[config.mk]
export PLATFORM = sky130hd
export DESIGN_NAME = seq_lock
export DESIGN_NICKNAME = d
export VERILOG_FILES = /design/src/rtl/seq_lock_pkg.sv /design/src/rtl/lock_timer.sv /design/src/rtl/seq_lock.sv
export SDC_FILE = /design/constraint.sdc
export NUM_CORES = 1
export LEC_CHECK = 0
export BUFFER_PORTS_ARGS = -buffer_cell sky130_fd_sc_hd__buf_2
export CORE_MARGIN = 2
export CORE_UTILIZATION = 52
export DETAILED_ROUTE_END_ITERATION = 16
export PLACE_DENSITY = 0.76
export SLEW_MARGIN = 20
export SYNTH_ARGS = -nofsm -noshare
export SYNTH_HDL_FRONTEND = slang
export SYNTH_SLANG_ARGS = --single-unit
[constraint.sdc]
create_clock -name CLK -period 1.77 [get_ports CLK]
set_input_delay 0.2655 -clock CLK [delete_from_list [all_inputs] [get_ports CLK]]
set_output_delay 0.2655 -clock CLK [all_outputs]
set_load 0.01 [all_outputs]
[src/rtl/seq_lock_pkg.sv]
// Purpose: shared types and default constants for the seq_lock combination lock.
// Latency: n/a (package only).
// Backpressure: n/a.
package seq_lock_pkg;

  typedef enum logic [1:0] {
    ENTRY   = 2'd0,
    OPEN    = 2'd1,
    ERR     = 2'd2,
    LOCKOUT = 2'd3
  } state_t;

  localparam int TRIES_W = 4;
  localparam logic [TRIES_W-1:0] TRIES_SAT = '1;

  localparam int          LEN_DEF         = 5;
  localparam logic [15:0] KEY_DEF         = 16'b10110;
  localparam int          MAX_TRIES_DEF   = 3;
  localparam int          LOCK_CYCLES_DEF = 100;

endpackage

[src/rtl/lock_timer.sv]
// Purpose: loadable down-counter that times the lockout window.
// Latency: value visible the cycle after load; done is combinational on the count.
// Backpressure: none; counts down every cycle until it reaches zero and holds there.
//
// Ports: CLK, RESET (sync, active-high), load/value (start a new window),
//        done (count has reached zero).
module lock_timer #(
  parameter int W = 8
) (
  input  logic         CLK,
  input  logic         RESET,
  input  logic         load,
  input  logic [W-1:0] value,
  output logic         done
);

  logic [W-1:0] count;

  always_ff @(posedge CLK) begin
    if (RESET) begin
      count <= '0;
    end else if (load) begin
      count <= value;
    end else if (count != '0) begin
      count <= count - 1'b1;
    end
  end

  assign done = (count == '0);

endmodule

[src/rtl/seq_lock.sv]
// Purpose: serial-entry combination lock; one key bit per STB, green on match, red on miss.
// Latency: R/G/LOCKED/CNT/TRIES update on the edge that samples STB/CLR (visible next cycle).
// Backpressure: none; STB and CLR are ignored while the lockout window is active.
//
// Ports: CLK, RESET (sync, active-high), STB (key bit strobe), S (key bit),
//        CLR (abandon entry / relock), R/G (red/green), CNT (bits entered),
//        TRIES (consecutive failures), LOCKED (lockout active).
// Build option: define SEQ_LOCK_LOCKOUT_EN to compile the timed lockout after
//   MAX_TRIES consecutive failures; otherwise LOCKED is tied low and TRIES saturates.
module seq_lock
  import seq_lock_pkg::*;
#(
  parameter int             LEN         = LEN_DEF,
  parameter logic [LEN-1:0] KEY         = LEN'(KEY_DEF),
  parameter int             MAX_TRIES   = MAX_TRIES_DEF,
  parameter int             LOCK_CYCLES = LOCK_CYCLES_DEF
) (
  input  logic                       CLK,
  input  logic                       RESET,
  input  logic                       STB,
  input  logic                       S,
  input  logic                       CLR,
  output logic                       R,
  output logic                       G,
  output logic [$clog2(LEN+1)-1:0]   CNT,
  output logic [TRIES_W-1:0]         TRIES,
  output logic                       LOCKED
);

  localparam int CW = $clog2(LEN+1);

  state_t             state, state_nxt;
  logic [CW-1:0]      cnt_nxt;
  logic [LEN-2:0]     shift, shift_nxt;
  logic [TRIES_W-1:0] tries_nxt;
  logic [LEN-1:0]     word;

`ifdef SEQ_LOCK_LOCKOUT_EN
  localparam int TMR_W = (LOCK_CYCLES > 1) ? $clog2(LOCK_CYCLES) : 1;

  logic tmr_load;
  logic tmr_done;

  lock_timer #(.W(TMR_W)) u_timer (
    .CLK   (CLK),
    .RESET (RESET),
    .load  (tmr_load),
    .value (TMR_W'(LOCK_CYCLES - 1)),
    .done  (tmr_done)
  );
`endif

  always_comb begin
    state_nxt = state;
    cnt_nxt   = CNT;
    shift_nxt = shift;
    tries_nxt = TRIES;
    // Full pattern as it would stand with the current bit appended last.
    word      = {shift, S};
`ifdef SEQ_LOCK_LOCKOUT_EN
    tmr_load  = 1'b0;
`endif
    case (state)
      ENTRY: begin
        if (CLR) begin
          cnt_nxt   = '0;
          shift_nxt = '0;
        end else if (STB) begin
          if (CNT == CW'(LEN - 1)) begin
            cnt_nxt   = '0;
            shift_nxt = '0;
            if (word == KEY) begin
              state_nxt = OPEN;
              tries_nxt = '0;
            end
`ifdef SEQ_LOCK_LOCKOUT_EN
            else if (int'(TRIES) + 1 >= MAX_TRIES) begin
              state_nxt = LOCKOUT;
              tries_nxt = TRIES_W'(MAX_TRIES);
              tmr_load  = 1'b1;
            end
`endif
            else begin
              state_nxt = ERR;
              tries_nxt = (TRIES == TRIES_SAT) ? TRIES : TRIES + 1'b1;
            end
          end else begin
            cnt_nxt   = CNT + 1'b1;
            shift_nxt = word[LEN-2:0];
          end
        end
      end
      OPEN: begin
        // A strobe here only relocks; its bit is not part of a new attempt.
        if (CLR || STB) state_nxt = ENTRY;
      end
      ERR: begin
        if (CLR) begin
          state_nxt = ENTRY;
        end else if (STB) begin
          // The strobe that leaves ERR is already bit 1 of the next attempt.
          state_nxt = ENTRY;
          cnt_nxt   = CW'(1);
          shift_nxt = (LEN-1)'(S);
        end
      end
`ifdef SEQ_LOCK_LOCKOUT_EN
      LOCKOUT: begin
        if (tmr_done) begin
          state_nxt = ENTRY;
          tries_nxt = '0;
        end
      end
`endif
      default: state_nxt = ENTRY;
    endcase
  end

  // Indicators are registered decodes of the next state, so they change on
  // the same edge as the state itself.
  always_ff @(posedge CLK) begin
    if (RESET) begin
      state <= ENTRY;
      CNT   <= '0;
      shift <= '0;
      TRIES <= '0;
      R     <= 1'b0;
      G     <= 1'b0;
`ifdef SEQ_LOCK_LOCKOUT_EN
      LOCKED <= 1'b0;
`endif
    end else begin
      state <= state_nxt;
      CNT   <= cnt_nxt;
      shift <= shift_nxt;
      TRIES <= tries_nxt;
      R     <= (state_nxt == ERR) || (state_nxt == LOCKOUT);
      G     <= (state_nxt == OPEN);
`ifdef SEQ_LOCK_LOCKOUT_EN
      LOCKED <= (state_nxt == LOCKOUT);
`endif
    end
  end

`ifndef SEQ_LOCK_LOCKOUT_EN
  assign LOCKED = 1'b0;
`endif

endmodule

## Yosys cells after proc, flatten, opt, wreduce, memory -nomap -nowiden

Index checks and enable logic that the tools add are counted.

- Input port bits: 5
- Bits in registers: 15
- ROM bits: 0
- Latch bits: 0
- Memories kept: 0
- RAM bits: 0

- $lt $le $gt $ge: 0
- Reduce and logical (&&, ||, !) cells: 6
- $mul: 0
- Add/sub/neg operators: 2
- Shifts and indexed selects: 0
- Bitwise gates (word level): 1
- Muxes and demuxes: 22
- Divide/modulo/power cells: 0
- Equal/unequal tests: 12

Operator list:

| kind | number |
|---|---|
| 4-bit two-way mux | 7 |
| 3-bit two-way mux | 5 |
| 2-bit two-way mux | 7 |
| 4-bit case mux with 2 select lines | 1 |
| 2-bit == test (second input constant) | 3 |
| 2-bit != test (second input constant) | 3 |
| 2-bit case mux with 3 select lines | 1 |
| 3-bit case mux with 2 select lines | 1 |
| 5-bit == test (second input constant) | 1 |
| 5-bit AND reduction | 1 |
| 4-bit by 1-bit adder with 4-bit output (second input constant) | 1 |
| 2-bit by 1-bit == test with 1-bit output (second input constant) | 2 |
| 4-bit == test (second input constant) | 1 |
| 4-bit AND reduction | 1 |
| 3-bit by 1-bit adder with 3-bit output (second input constant) | 1 |
| 3-bit == test (second input constant) | 1 |
| 3-bit != test (second input constant) | 1 |
| 2-bit zero test | 1 |
| 1-bit logical OR | 2 |
| 2-bit nonzero test | 1 |
| 1-bit NOT | 1 |

## Depth between registers and ports, before layout

Gate-level depths: netlist (run 1).

- Depth after elaboration: 8
- Gate-level depth with buffers: 5
- Depth with buffers taken out: 5

## Least setup slack after synthesis (run 1)

OpenSTA, ideal clock, no wires.

- Path kind: reg2reg
- From: register CNT[0]
- To: register CNT[2]
- Path slack: 0.201 ns
- Library setup time: 0.058 ns
- Data required time: 1.712 ns
- Stages on the path, launching flop included: 6
- Period minus slack after synthesis: 1.569 ns
- Arrival time: 1.511 ns
- Path through: dfxtp_1 inv_1 ha_1 or3b_1 a2111oi_0 a21o_1

- Word-level cells in the longest chain between the ends: 5
- Elaborated cells between the ends (all ways): 6
- Those cells by class: add/sub: 1; eq/ne: 1; mux: 4

Ends and longest elaborated chain:

| element | line | source |
|---|---|---|
| start: declaration | seq_lock.sv:25 | `output logic [$clog2(LEN+1)-1:0] CNT,` |
| start signal: assignment | seq_lock.sv:134 | `CNT <= cnt_nxt;` |
| 3-bit by 1-bit adder with 3-bit output or 3-bit == test (tied branches) | seq_lock.sv:88, seq_lock.sv:69 |  |
| 3-bit two-way mux * | seq_lock.sv:69 | `if (CNT == CW'(LEN - 1)) begin` |
| 3-bit two-way mux * | seq_lock.sv:68 | `end else if (STB) begin` |
| 3-bit two-way mux * | seq_lock.sv:65 | `if (CLR) begin` |
| 3-bit case mux with 2 select lines * | seq_lock.sv:63 | `case (state)` |

Every way passes the cells marked *; elsewhere a longest branch is shown, timed or not. The select of a mux whose other input is x is not followed.
A chain may end at the register's enable or synchronous reset.

## Final worst setup path (run 1)

Same ends and word-level chain as after synthesis.

==> results of run 1 <==
[layout make-up]
type | count | area share
Timing Repair Buffer | 14 | 0.0855
Clock buffer | 3 | 0.0265
Multi-Input combinational cell | 61 | 0.518
Inverter | 4 | 0.0177
Sequential cell | 14 | 0.330
Tap cell | 15 | 0.0221
[metal layers]
metal / wire length, µm / share of wire / vias to the layer above / track usage
li1: - / - / 344 / -
met1: 733 / 0.47 / 336 / 0.244
met2: 724 / 0.46 / 16 / 0.334
met3: 84 / 0.054 / 2 / 0.0560
met4: 16 / 0.010 / 0 / 0.0625
met5: 0 / 0 / - / 0
[state kept, by name (all words and copies together), names as in the netlist]
register,flops
TRIES,4
shift,4
CNT,3
G,1
R,1
state,1
[worst paths after layout]
path / start / end / slack, ps / depth (start not counted)
min reg2reg: shift[3]$_SDFFE_PP0P_ / shift[3]$_SDFFE_PP0P_ / 480 / 1
max reg2reg: CNT[0]$_SDFFE_PP0P_ / CNT[2]$_SDFFE_PP0P_ / 170 / 5
max: CNT[0]$_SDFFE_PP0P_ / CNT[2]$_SDFFE_PP0P_ / 170 / 5
min: S / shift[0]$_SDFFE_PP0P_ / 260 / 3
[layout by cell type (no fill, tap or decap), types with 2 or more instances in the layout]
cell type / count
a32o_1: 3
o211ai_1: 5
a211oi_1: 2
a21oi_1: 4
nand3_1: 2
nor2_1: 2
buf_2: 13
dfxtp_1: 14
or3b_1: 2
nand2_1: 4
clkbuf_4: 3
o22ai_1: 2
o21a_1: 2
nor2b_1: 2
nor3_1: 2
inv_1: 4
ha_1: 3
a21o_1: 2
o21ai_0: 3
[power by group through the flow]
stage | clock network [mW] | registers, mW | logic (mW)
final | 0.179 | 0.321 | 0.0414
after global routing | 0.195 | 0.322 | 0.0467
after CTS | 0.185 | 0.321 | 0.0412
after detailed placement | 0 | 0.329 | 0.0411
after global placement | 0 | 0.328 | 0.0408
after floorplan | 0 | 0.329 | 0.0278
[per-stage QoR]
stage                     hold slack (ps)  instance area (µm²)
final                                 258                  848
after CTS                             254                  847
after global routing                  291                  848
after detailed placement              467                  825
after global placement                458                  825
after floorplan                       413                  753
[tightest hold or removal path: stages]
cell	delay [ps]
buf_2	110
nand3_1	60
a21oi_1	60
[kinds of logic after synthesis]
logic type / count (synthesis) / synth area share
other cells: 1 / 0.00498
compound gates: 31 / 0.307
simple gates: 26 / 0.219
flops: 14 / 0.372
fa+ha+maj: 3 / 0.0498
buf+inv: 8 / 0.0465
==> metrics.md, run 1 <==
| Metric | Value |
|---|---|
| Nets | around 110 |
| Setup Skew | roughly 6 ps |
| Sw frac | 0.238 |
| Worst min path class | in2reg |
| Initial DRT Pass Iterations | 3 |
| Synth area leader | dfxtp_1 |
| Buffers on Ports | 13 |
| Postcts setup bufs | 0 |
| Total GRT Usage | 0.198 |
| Switching power | 129 µW |
| Fin util | 0.636 |
| Design Power | approximately 540 µW |
| Reg power frac | 0.593 |
| Fin. max-slew vios | 0 |
| Fmax | 624 MHz |
| Top cell type's share of synthesized area | 0.372 |
| Final number of setup-violating endpoints | 0 |
| Worst VDD drop | a little under 500 µV |
| Reg clk slew, reported paths | approximately 80 ps |
| Root buf cell | clkbuf_4 |
| Power per cell area | about 640 nW/µm² |
| Delay of the slowest critical-path stage | roughly 400 ps |
| Crit path buffers/inverters | 1 |
| #FFs+latches synth | 14 |
| Initial antenna violation count | 0 |
| Largest net degree at the start of global routing | 14 |
| RePlAce Congestion | just over 0.8 |
| Min Tclk post-route | ~1600 ps |
| Global route overflow | 0 |
| Die height | around 42 µm |
| Post-synthesis cell count | 83 |
| Sequential area share after synthesis | 0.372 |
| CTS sink count | 14 |
| # IOs | 15 |
| DRT Wirelength | 1.56 mm |
| Worst path slowest cell | dfxtp_1 |
| Ant. Diodes | 0 |
| CP max FO | 5 |
| CTS tree | yes |
| Startpoint types | flip-flop |
| Internal Power | between 400 and 500 µW |
| Multi-input gate area | around 440 µm² |
| Clock latency at the later pin of the worst-skew pair | ~280 ps |
| Vias in the first global route | about 650 |
| Syn_nets | 91 |
| Post_cts resized | 0 |
| Layout cells sized above 1 | 0.219 |
| Initial Utilization | 0.565 |
| DRC errors left | 0 |
| CP Capture Type | flip-flop |
| Comb pwr share | 0.076 |
| Area grow syn2layout | 12.6% |
| Primary FF master, synth | dfxtp_1 |
| Period utilization | 0.905 |
| First-pass GRT wire length | ~2.8 mm |
| Die footprint | between 1500 and 2000 µm² |
| H-tree levels | 1 |
| Unrepaired setup endpoints after global routing | no |
| Critical Path AT | about 1800 ps |
| Mapped Avg Cell Area | 9.07 µm² |
| Final hold violations | 0 |
| Critical-path cell list | inv_1, ha_1, or3b_1, a2111oi_1, a21o_1 |
| Post-detail-place hpwl | between 1 and 1.5 mm |
| Mapped Area | around 750 µm² |
| Pleak | roughly 0.35 nW |
| Filler cells | around 130 |
| Setup TNS | 0 ps |
| CTS Buf Count | 3 |
| Clk buf depth | 2 |
| Number of synthesized flops with an enable pin | 0 |
| Max Cap Violations | 0 |
| DRT antenna net count | 0 |
| FF+latch area | around 280 µm² |
| Via count | about 700 |
| Setup ws final | roughly 170 ps |
| Top-count cell post-synth | dfxtp_1 |
| DRT iter0 DRCs | 18 |
| Hold-fix buffers, CTS | 0 |
| WS Path Type | reg2reg |
| Clock power frac | 0.331 |
| Fraction of synthesis flops using an asynchronous set or reset pin | 0 |
| Top cells by instance count after synthesis | dfxtp_1 (14), o211ai_1 (5), a21oi_1 (4), inv_1 (4), nand2_1 (4) |
| Core Area | between 1000 and 1500 µm² |
| Required time of the worst setup path | about 2000 ps |
| DP Cell Count | around 110 |
| WL/cell | roughly 14 µm |
| Fin cells | around 110 |
| Post-synth cell types | 41 |
| Status | finished clean |
| Setup WS pre-CTS | around 170 ps |
| Top post-synthesis cells by area | dfxtp_1 (37%), ha_1 (5.0%), o211ai_1 (5.0%) |
| Die Wd | about 42 µm |
| Vias/cell | approximately 6.3 |
| Rows | 13 |
| Yosys warns | 0 |
| Crit path max-delay family | compound AO/OA/AOI/OAI gates |
Note: power is estimated with default switching activity, not from simulation.
==> inputs of run 2 (changes only) <==
--- a/config.mk
+++ b/config.mk
@@ -5,11 +5,11 @@
 export SDC_FILE = /design/constraint.sdc
 export NUM_CORES = 1
 export LEC_CHECK = 0
-export BUFFER_PORTS_ARGS = -buffer_cell sky130_fd_sc_hd__buf_2
-export CORE_MARGIN = 2
-export CORE_UTILIZATION = 52
+export CORE_AREA = 2 2 39 41
 export DETAILED_ROUTE_END_ITERATION = 16
-export PLACE_DENSITY = 0.76
+export DIE_AREA = 0 0 41 43
+export DONT_BUFFER_PORTS = 1
+export PLACE_DENSITY = 0.72
 export SLEW_MARGIN = 20
 export SYNTH_ARGS = -nofsm -noshare
 export SYNTH_HDL_FRONTEND = slang
==> metrics.md, run 2 (same netlist as run 1, synthesis figures left out) <==
| Metric | Value |
|---|---|
| Largest net degree at the start of global routing | 14 |
| Area grow syn2layout | 6.31% |
| Layout cells sized above 1 | 0.131 |
| Final hold violations | 0 |
| Initial Utilization | 0.544 |
| Unrepaired setup endpoints after global routing | no |
| Vias/cell | around 6.2 |
| Total GRT Usage | 0.215 |
| Status | finished clean |
| Final instance area | 801 µm² |
| CP max FO | 5 |
| # IOs | 15 |
| Setup Skew | 5.07 ps |
| Critical Path AT | about 1900 ps |
| Ant. Diodes | 0 |
| CTS tree | yes |
| Initial DRT Pass Iterations | 4 |
| Nets | 93 |
| Initial antenna violation count | 0 |
| Die footprint | roughly 1800 µm² |
| CTS sink count | 14 |
| Post-detail-place hpwl | ~1.1 mm |
| Commonest non-fill, non-tap cells in the layout | dfxtp_1 (12), o211ai_1 (5), inv_1 (4), nand2_1 (4), a21oi_1 (4) |
| H-tree levels | 1 |
| Worst path slowest cell | a2111oi_1 |
| RePlAce Congestion | 0.738 |
| Critical-path cell list | inv_1, ha_1, or3b_1, a2111oi_1, a21o_1 |
| Clk buf depth | 2 |
| Filler cells | about 120 |
| Final number of setup-violating endpoints | 0 |
| FF-to-FF path depth | 5 |
| WHS | a little over 30 ps |
| Worst VDD drop | between 300 and 400 µV |
| Startpoint types | flip-flop |
| Largest registers | TRIES: 4 flops, shift: 4 flops, CNT: 3 flops |
| Rows | 14 |
| DRT antenna net count | 0 |
| Min Tclk post-route | around 1600 ps |
| Global route overflow | 0 |
| DRC errors left | 0 |
| Worst min path class | in2reg |
| Buffers on Ports | 0 |
| CP Capture Type | flip-flop |
| Setup TNS | 0 ps |
| WHS Path Cells | 1 |
| Power per cell area | roughly 730 nW/µm² |
| Reg clk slew, reported paths | 80 ps |
| Pleak | between 0.2 and 0.3 nW |
| WL/cell | 15.3 µm |
| Required time of the worst setup path | 2010 ps |
| Root buf cell | clkbuf_4 |
| Leading cell type in the layout, fill and taps excluded | dfxtp_1 |
| DRT Wirelength | around 1.5 mm |
| DRT iter0 DRCs | 11 |
| Max Cap Violations | 0 |
| Clock latency at the later pin of the worst-skew pair | between 200 and 300 ps |
| Design Power | just under 600 µW |
| Delay of the slowest critical-path stage | around 420 ps |
| Fin. max-slew vios | 0 |
| Die height | around 43 µm |
| Fin cells | 100 |
| WS Path Type | reg2reg |
| Vias in the first global route | roughly 600 |
| Post_cts resized | 0 |
| Core Area | ~1400 µm² |
| Hold-fix buffers, CTS | 0 |
| CTS Buf Count | 3 |
| Postcts setup bufs | 0 |
| Die Wd | 41 µm |
| First-pass GRT wire length | approximately 2.5 mm |
| Post-placement cell area | about 760 µm² |
| Period utilization | 0.920 |
| Fmax | about 610 MHz |
| Via count | 619 |
| DP Cell Count | 96 |
[run 2: layer usage]
layer  global-route usage  up-vias  part of all wire
met4                0.100        0             0.017
li1                     -      317                 -
met1                0.300      281              0.51
met3               0.0733        3             0.057
met5                    0        -                 0
met2                0.288       18              0.41
[run 2: area by class of cell]
cell class	instances	area, µm²	share of cell area
multi-input cells	61	439	0.548
flip-flops and latches	14	283	0.353
clock buffers	4	36.3	0.0453
well taps	16	20.0	0.0250
inverters	4	15.0	0.0188
repair buffers	1	7.51	0.00938
[run 2: final timing paths]
check / end / start / slack (ps)
max: CNT[2]$_SDFFE_PP0P_ / CNT[0]$_SDFFE_PP0P_ / 140
min: TRIES[3]$_SDFFE_PP0P_ / RESET / 30
max reg2reg: CNT[2]$_SDFFE_PP0P_ / CNT[0]$_SDFFE_PP0P_ / 140
min reg2reg: shift[3]$_SDFFE_PP0P_ / shift[3]$_SDFFE_PP0P_ / 480
[run 2: stage by stage]
step / util / setup slack, ps
after CTS: 0.576 / 33.6
final: 0.579 / 142
after global placement: 0.550 / 144
after global routing: 0.579 / 47.7
after detailed placement: 0.550 / 67.1
after floorplan: - / 201
[run 2: critical path, delay by kind of cell (launching register included)]
kind	cells	cell delay [ps]
AOI/OAI and AO/OA	2	540
DFF	1	390
and+or+nand+nor	1	360
adders and majority gates	1	230
buffers and inverters	1	60
[run 2: where the power goes]
| group | switching, mW | total [mW] | leakage [nW] | internal, mW |
|---|---|---|---|---|
| clock | 0.106 | 0.232 | 0.0210 | 0.125 |
| combinational | 0.0158 | 0.0278 | 0.157 | 0.0120 |
| sequential | 0.00478 | 0.323 | 0.114 | 0.318 |
| total | 0.127 | 0.582 | 0.292 | 0.456 |
